==> config.mk <==
export PLATFORM = sky130hd
export DESIGN_NAME = instr_fetch
export DESIGN_NICKNAME = d
export VERILOG_FILES = /design/src/rtl/instr_fetch.sv
export SDC_FILE = /design/constraint.sdc
export NUM_CORES = 1
export LEC_CHECK = 0
export CAP_MARGIN = 20
export CORE_ASPECT_RATIO = 0.7
export CORE_MARGIN = 3
export CORE_UTILIZATION = 50
export CTS_BUF_LIST = sky130_fd_sc_hd__clkbuf_4 sky130_fd_sc_hd__clkbuf_8
export CTS_CLUSTER_DIAMETER = 150
export CTS_CLUSTER_SIZE = 30
export DETAILED_ROUTE_END_ITERATION = 6
export GPL_ROUTABILITY_DRIVEN = 0
export PLACE_DENSITY = 0.9
export SLEW_MARGIN = 20
export SYNTH_ARGS = -nofsm -noshare
export SYNTH_HDL_FRONTEND = slang
export SYNTH_SLANG_ARGS = --single-unit
==> constraint.sdc <==
create_clock -name clk -period 6.35 [get_ports clk]
set_clock_uncertainty 0.2 [all_clocks]
set_input_delay 0.635 -clock clk [delete_from_list [all_inputs] [get_ports clk]]
set_output_delay 0.635 -clock clk [all_outputs]
set_load 0.05 [all_outputs]
==> src/rtl/instr_fetch.sv <==
// Instruction fetch stage: PC register, req/ack fetch from instruction memory,
// held instruction for the decoder and next-PC selection (JR / J / branch / +4).
// Fetch is non-speculative: a new request goes out only after decode consumes
// the held word, so at most one instruction is in flight.
// Optional build macro: IF_MISALIGN_TRAP_EN -- when defined, a consumed redirect
// to a non-word-aligned address raises fetch_fault and parks the stage in HALT.
// When undefined, the low two bits of the next PC are cleared instead.
module instr_fetch #(
  parameter logic [31:0] RESET_PC = 32'h0040_0000
) (
  input  logic        clk,
  input  logic        reset,
  output logic        imem_req,
  output logic [31:0] imem_addr,
  input  logic        imem_ack,
  input  logic [31:0] imem_rdata,
  output logic [31:0] instr,
  output logic        instr_valid,
  output logic [31:0] pc,
  output logic [31:0] pc_plus4,
  input  logic        stall,
  input  logic        jump,
  input  logic        jump_reg,
  input  logic        branch,
  input  logic        branch_taken,
  input  logic [31:0] jr_target,
  output logic        fetch_fault
);

  typedef enum logic [1:0] {
    S_FETCH  = 2'd0,
    S_DECODE = 2'd1,
    S_HALT   = 2'd2
  } state_e;

  state_e      state_q, state_d;
  logic [31:0] pc_q, pc_d;
  logic [31:0] instr_q, instr_d;

  logic [31:0] branch_offset;
  logic [31:0] next_pc_raw;
  logic [31:0] next_pc;
  logic        misaligned;

  assign pc_plus4      = pc_q + 32'd4;
  assign branch_offset = {{14{instr_q[15]}}, instr_q[15:0], 2'b00};

  // Redirect selection: JR beats J beats taken branch beats sequential.
  always_comb begin
    next_pc_raw = pc_plus4;
    if (jump_reg) begin
      next_pc_raw = jr_target;
    end else if (jump) begin
      next_pc_raw = {pc_plus4[31:28], instr_q[25:0], 2'b00};
    end else if (branch && branch_taken) begin
      next_pc_raw = pc_plus4 + branch_offset;
    end
  end

`ifdef IF_MISALIGN_TRAP_EN
  // Misaligned targets are trapped rather than silently repaired.
  assign misaligned  = |next_pc_raw[1:0];
  assign next_pc     = next_pc_raw;
  assign fetch_fault = (state_q == S_HALT);
`else
  // Only JR can carry low bits; clear them so the PC always stays word aligned.
  assign misaligned  = 1'b0;
  assign next_pc     = {next_pc_raw[31:2], next_pc_raw[1:0] & 2'b00};
  assign fetch_fault = 1'b0;
`endif

  // Request is suppressed while reset is held so nothing leaks out before release.
  assign imem_req    = (state_q == S_FETCH) && !reset;
  assign imem_addr   = pc_q;
  assign instr       = instr_q;
  assign instr_valid = (state_q == S_DECODE);
  assign pc          = pc_q;

  // Next-state logic: capture on ack in FETCH, advance PC on consume in DECODE.
  always_comb begin
    state_d = state_q;
    pc_d    = pc_q;
    instr_d = instr_q;
    case (state_q)
      S_FETCH: begin
        if (imem_ack) begin
          instr_d = imem_rdata;
          state_d = S_DECODE;
        end
      end
      S_DECODE: begin
        if (!stall) begin
          if (misaligned) begin
            state_d = S_HALT;
          end else begin
            pc_d    = next_pc;
            state_d = S_FETCH;
          end
        end
      end
      S_HALT: begin
        state_d = S_HALT;
      end
      default: begin
        state_d = S_FETCH;
      end
    endcase
  end

  // State registers; reset abandons any outstanding fetch.
  always_ff @(posedge clk) begin
    if (reset) begin
      state_q <= S_FETCH;
      pc_q    <= RESET_PC;
      instr_q <= 32'd0;
    end else begin
      state_q <= state_d;
      pc_q    <= pc_d;
      instr_q <= instr_d;
    end
  end

endmodule

## Yosys cells after proc, flatten, opt, wreduce, memory -nomap -nowiden

Index checks and enable logic that the tools add are counted.

| word-level totals | value |
|---|---|
| bits in registers | 64 |
| word-level logic and storage cells | 23 |
| output and inout bits | 131 |
| input port bits | 72 |

| cells by class | value |
|---|---|
| bitwise operators | 1 |
| reductions and logical operators | 7 |
| multiplexer cells | 6 |
| $add $sub $neg | 2 |
| equal/unequal tests | 4 |

Operators with widths:

| cell | number |
|---|---|
| $mux 32 | 3 |
| $add 32x3->32 const B | 1 |
| $add 32x32->32 | 1 |
| $pmux 2 s3 | 1 |
| $reduce_and 2->1 | 3 |
| $mux 2 | 2 |
| $ne 2x2->1 const B | 2 |
| $eq 2x1->1 const B | 1 |
| $eq 2x2->1 const B | 1 |
| $logic_and 1x1->1 | 2 |
| $logic_not 2->1 | 1 |
| $logic_not 1->1 | 1 |
| $not 1->1 | 1 |

## Depth between registers and ports, before layout

| depth | value |
|---|---|
| depth in word-level cells | 5 |
| gate-level depth with buffers | 17 |
| mapped depth without buffers | 16 |

## Worst setup path after synthesis

No wires, ideal clock.

| path | value |
|---|---|
| path kind | flip-flop to flip-flop |
| start point | reg pc_q[2], in the netlist imem_addr[2] |
| end point | reg pc_q[24], in the netlist imem_addr[24] |
| required time | 6.062 ns |
| setup slack | 1.269 ns |
| buffers on the path | 1 |
| arrival time | 4.793 ns |
| setup time | 0.088 ns |
| stages on the path, launching flop included | 17 |
| clock period less this slack | 5.081 ns |
| cell sequence | dfxtp_1 ha_1 nand3_1 nor2_1 and3_1 buf_2 xor2_1 ha_1 and2_1 a22oi_1 nand2_1 or2_2 a221oi_2 o21ai_2 xnor2_1 or4_1 a311oi_2 |

| between the ends | value |
|---|---|
| word-level cells in the longest chain between the ends | 5 |

RTL lines:

| item | line | RTL |
|---|---|---|
| start, declared | 37 | `logic [31:0] pc_q, pc_d;` |
| start signal, assigned | 118 | `pc_q <= pc_d;` |
| $add 32x3->32 | 45 | `assign pc_plus4 = pc_q + 32'd4;` |
| named net pc_plus4[18] | 20 | `output logic [31:0] pc_plus4,` |
| $add 32x32->32 | 56 | `next_pc_raw = pc_plus4 + branch_offset;` |
| $mux 32 | 55 | `end else if (branch && branch_taken) begin` |
| $mux 32 | 53 | `end else if (jump) begin` |
| $mux 32 | 51 | `if (jump_reg) begin` |

The timed path passes the listed nets, and every way through them passes these cells.
A chain may end at the register's enable or synchronous reset.

## Worst setup path in the final report

| path | value |
|---|---|
| start point | reg pc_q[2], in the netlist imem_addr[2] |
| end point | reg pc_q[24], in the netlist imem_addr[24] |

| between the ends | value |
|---|---|
| word-level cells in the longest chain between the ends | 5 |

RTL lines:

| item | line |
|---|---|
| $add 32x3->32 (*) | 45 |
| $add 32x32->32 | 56 |
| $mux 32 (*) | 55 |
| $mux 32 (*) | 53 |
| $mux 32 (*) | 51 |

Mark *: on every way between the ends. The rest lies on a longest branch, timed or not.

==> metrics.md <==
| Metric | Value |
|---|---|
| Die Y | 93.93 um |
| Root Driver | clkbuf_8 |
| Initial Util | 0.5235 |
| Hold buffer count at CTS | 0 |
| Area share of and/or/nand/nor cells after synthesis | 0.2408 |
| Register area | 1281 sq um |
| Synth Area in Adders | 0.08518 |
| WL final | 19.99 mm |
| Clk sink count | 64 |
| LEAKAGE | 2.846 nW |
| NumNets Final | 1011 |
| Congestion Overflow GR | 0 |
| Dominant cell type by area after synthesis | dfxtp_1 |
| Top post-synthesis cells by area | dfxtp_1 (23%), nand2_1 (9.1%), ha_1 (8.2%) |
| Final period util | 0.7495 |
| Antenna Cells | 0 |
| Drt wl/cell | 18.95 um |
| Reg clk slew, reported paths | 0.09 ns |
| Starting DRT DRC Count | 597 |
| Synth top area share | 0.2320 |
| Ys flop type | dfxtp_1 |
| Vias in the first global route | 5901 |
| Worst slew pin tran | 1.066 ns |
| Share of layout cells above drive strength 1 | 0.05513 |
| First-pass GRT wire length | 31.16 mm |
| Status | finished, final reports clean |
| Post-synthesis mux area share | 0.009062 |
| Post-CTS setup buffers | 0 |
| Via count | 6299 |
| Area delta synth->final | 35.34% |
| RSZ-0062 raised after global routing | no |
| Drt first pass iters | 6 |
| CP endpoint kind | register |
| Die Width | 131.6 um |
| Pwr dens | 176.6 nW/um^2 |
| Worst-case clock buffer depth | 2 |
| Final ANT Viol Nets | 0 |
| Fmax | 0.2101 GHz |
| Initial antenna violation count | 1 |
| Max cap viols | 0 |
| Io pins | 203 |
| Vias per cell | 5.971 |
| Slew Viols, Final | 0 |
| Worst vdd ir | 0.0001347 V |
| DP Wirelength | 14.81 mm |
| Rel. slew slack | 0.2869 |
| Total CTS buffers | 9 |
| Hold_sp | instr[27] |
| Combinational family with the most area after synthesis | compound AO/OA/AOI/OAI gates |
| Worst r2r src | imem_addr[2] |
| Hold crit path type | reg -> reg |
| Post-synth EDFFs | 0 |
| Row cnt | 31 |
| Sequential cell area fraction in the yosys report | 0.2320 |
| Post-synthesis cell type count | 70 |
| Data arrival, critical path | 4.82 ns |
| CTS tree | done |
| Synth Area in Compound Gates | 0.2682 |
| Worst-path maximum fanout | 7 |
| Final Setup Violations | 0 |
| Yosys warning count | 0 |
| Mapped Cells | 759 |
| XOR/XNOR share of the synthesized area | 0.06978 |
| Ys async rst share | 0 |
| CP startpoint | imem_addr[2] |
| Period minus WS final | 4.759 ns |
| Hold violation count in the final report | 0 |
| CTS H-tree lvls | 3 |
| Netlist Area Pre-Place | 5523 sq um |
| Worst-skew pair later-pin latency | 0.36 ns |
| PostCTS Resize Cnt | 0 |
| Core Box Area | 10550 sq um |
| Setup CP Type | reg -> reg |
| Syn_area_per_cell | 7.276 sq um |
| Largest net degree at the start of global routing | 69 |
| Multi-input gate area | 3746 sq um |
| Die area | 12360 sq um |
| All-layer global routing usage | 0.3127 |
| Input/output buffers | 193 |
| Startpoint Class | register |
| Post-route DRC | 0 |
| CP required | 6.41 ns |
| #FFs+latches synth | 64 |
| FILL cells | 886 |
| Setup TNS Final | 0 ns |
| Cell area after layout | 7475 sq um |
| Dpl cell area | 7272 sq um |
[kinds of logic after synthesis]
group / after synthesis
compound gates: 226
xor+xnor: 44
fa+ha+maj: 37
buf+inv: 88
flops: 64
mux: 5
other cells: 1
simple gates: 294
[where the power goes]
part	internal, mW	switching, mW
clock network	0.185	0.194
logic	0.175	0.313
registers	0.423	0.0302
total	0.783	0.537
[final timing paths]
| check | endpoint | slack [ns] | cells past startpoint |
|---|---|---|---|
| max | imem_addr[24] | 1.59 | 15 |
| min | instr[27] | 0.26 | 2 |
| max reg2reg | imem_addr[24] | 1.59 | 15 |
| min reg2reg | instr[27] | 0.26 | 2 |
[critical path, cell delays in order (launching register included)]
cell	delay (ns)
dfxtp_1	0.47
ha_1	0.23
nand3_1	0.19
nor2_1	0.39
and4_1	0.26
xor2_1	0.28
ha_1	0.38
a21oi_2	0.24
a21boi_0	0.14
a311oi_1	0.31
o21ai_2	0.18
a221oi_2	0.47
o21ai_2	0.09
xnor2_1	0.13
or4_1	0.43
a311oi_2	0.27
[metal layers]
layer / routed length, um / track usage / share of wire
met1: 8519 / 0.4176 / 0.43
met2: 8454 / 0.4743 / 0.42
met3: 2650 / 0.1183 / 0.13
met4: 352 / 0.08392 / 0.018
met5: 13 / 0 / 0.00065
[cell usage in the layout, fill, tap and decap left out, types with 3 or more instances in the layout]
master,n
clkdlybuf4s50_1,192
nand2_1,134
a21oi_1,75
dfxtp_1,64
nor2_1,61
o21ai_0,40
ha_1,36
xnor2_1,28
a211oi_1,23
nand3_1,19
nor3_1,18
xor2_1,16
and3_1,13
nand4_1,13
inv_1,12
o21a_1,9
clkbuf_8,9
a21o_1,8
a31oi_1,8
buf_4,8
nand2b_1,7
o211ai_1,7
conb_1,7
and2_1,5
o22ai_1,5
mux2i_1,5
nor2b_1,4
or3_1,4
a221oi_1,4
o221ai_1,4
a22oi_1,3
o21bai_1,3
o311ai_0,3
o31ai_1,3
clkinvlp_4,3
inv_6,3
[final cells by class]
class                   count  area share
multi-input cells         613      0.5012
repair buffers            202      0.2695
flip-flops and latches     64      0.1714
well taps                 148     0.02477
clock buffers               9     0.01657
clock inverters             7     0.01055
inverters                  12    0.006026
[cells in the mapped netlist, types with 16 or more instances]
library cell and instances:
xnor2_1 28, o21ai_0 40, ha_1 36, a211oi_1 23, a21oi_1 75, dfxtp_1 64
nor2_1 61, xor2_1 16, clkbuf_1 32, nand3_1 19, nand2_1 134, buf_4 37
nor3_1 18
[state kept, by name (all words and copies together) (netlist names)]
signal	cells
imem_addr	30
instr	32
state_q	2
[per-stage QoR]
stage	total power, mW	hold slack [ns]	util	cells	worst slack, ns
final	1.320	0.2595	0.7085	1055	1.591
after global routing	1.370	0.2731	0.7085	1055	1.312
after CTS	1.316	0.2615	0.7085	1055	1.728
after detailed placement	0.9417	0.2492	0.6893	1039	1.756
after global placement	0.9305	0.2409	0.6867	1038	1.827
after floorplan	0.7833	0.2350	-	765	1.269
Note: power is estimated with default switching activity, not from simulation.
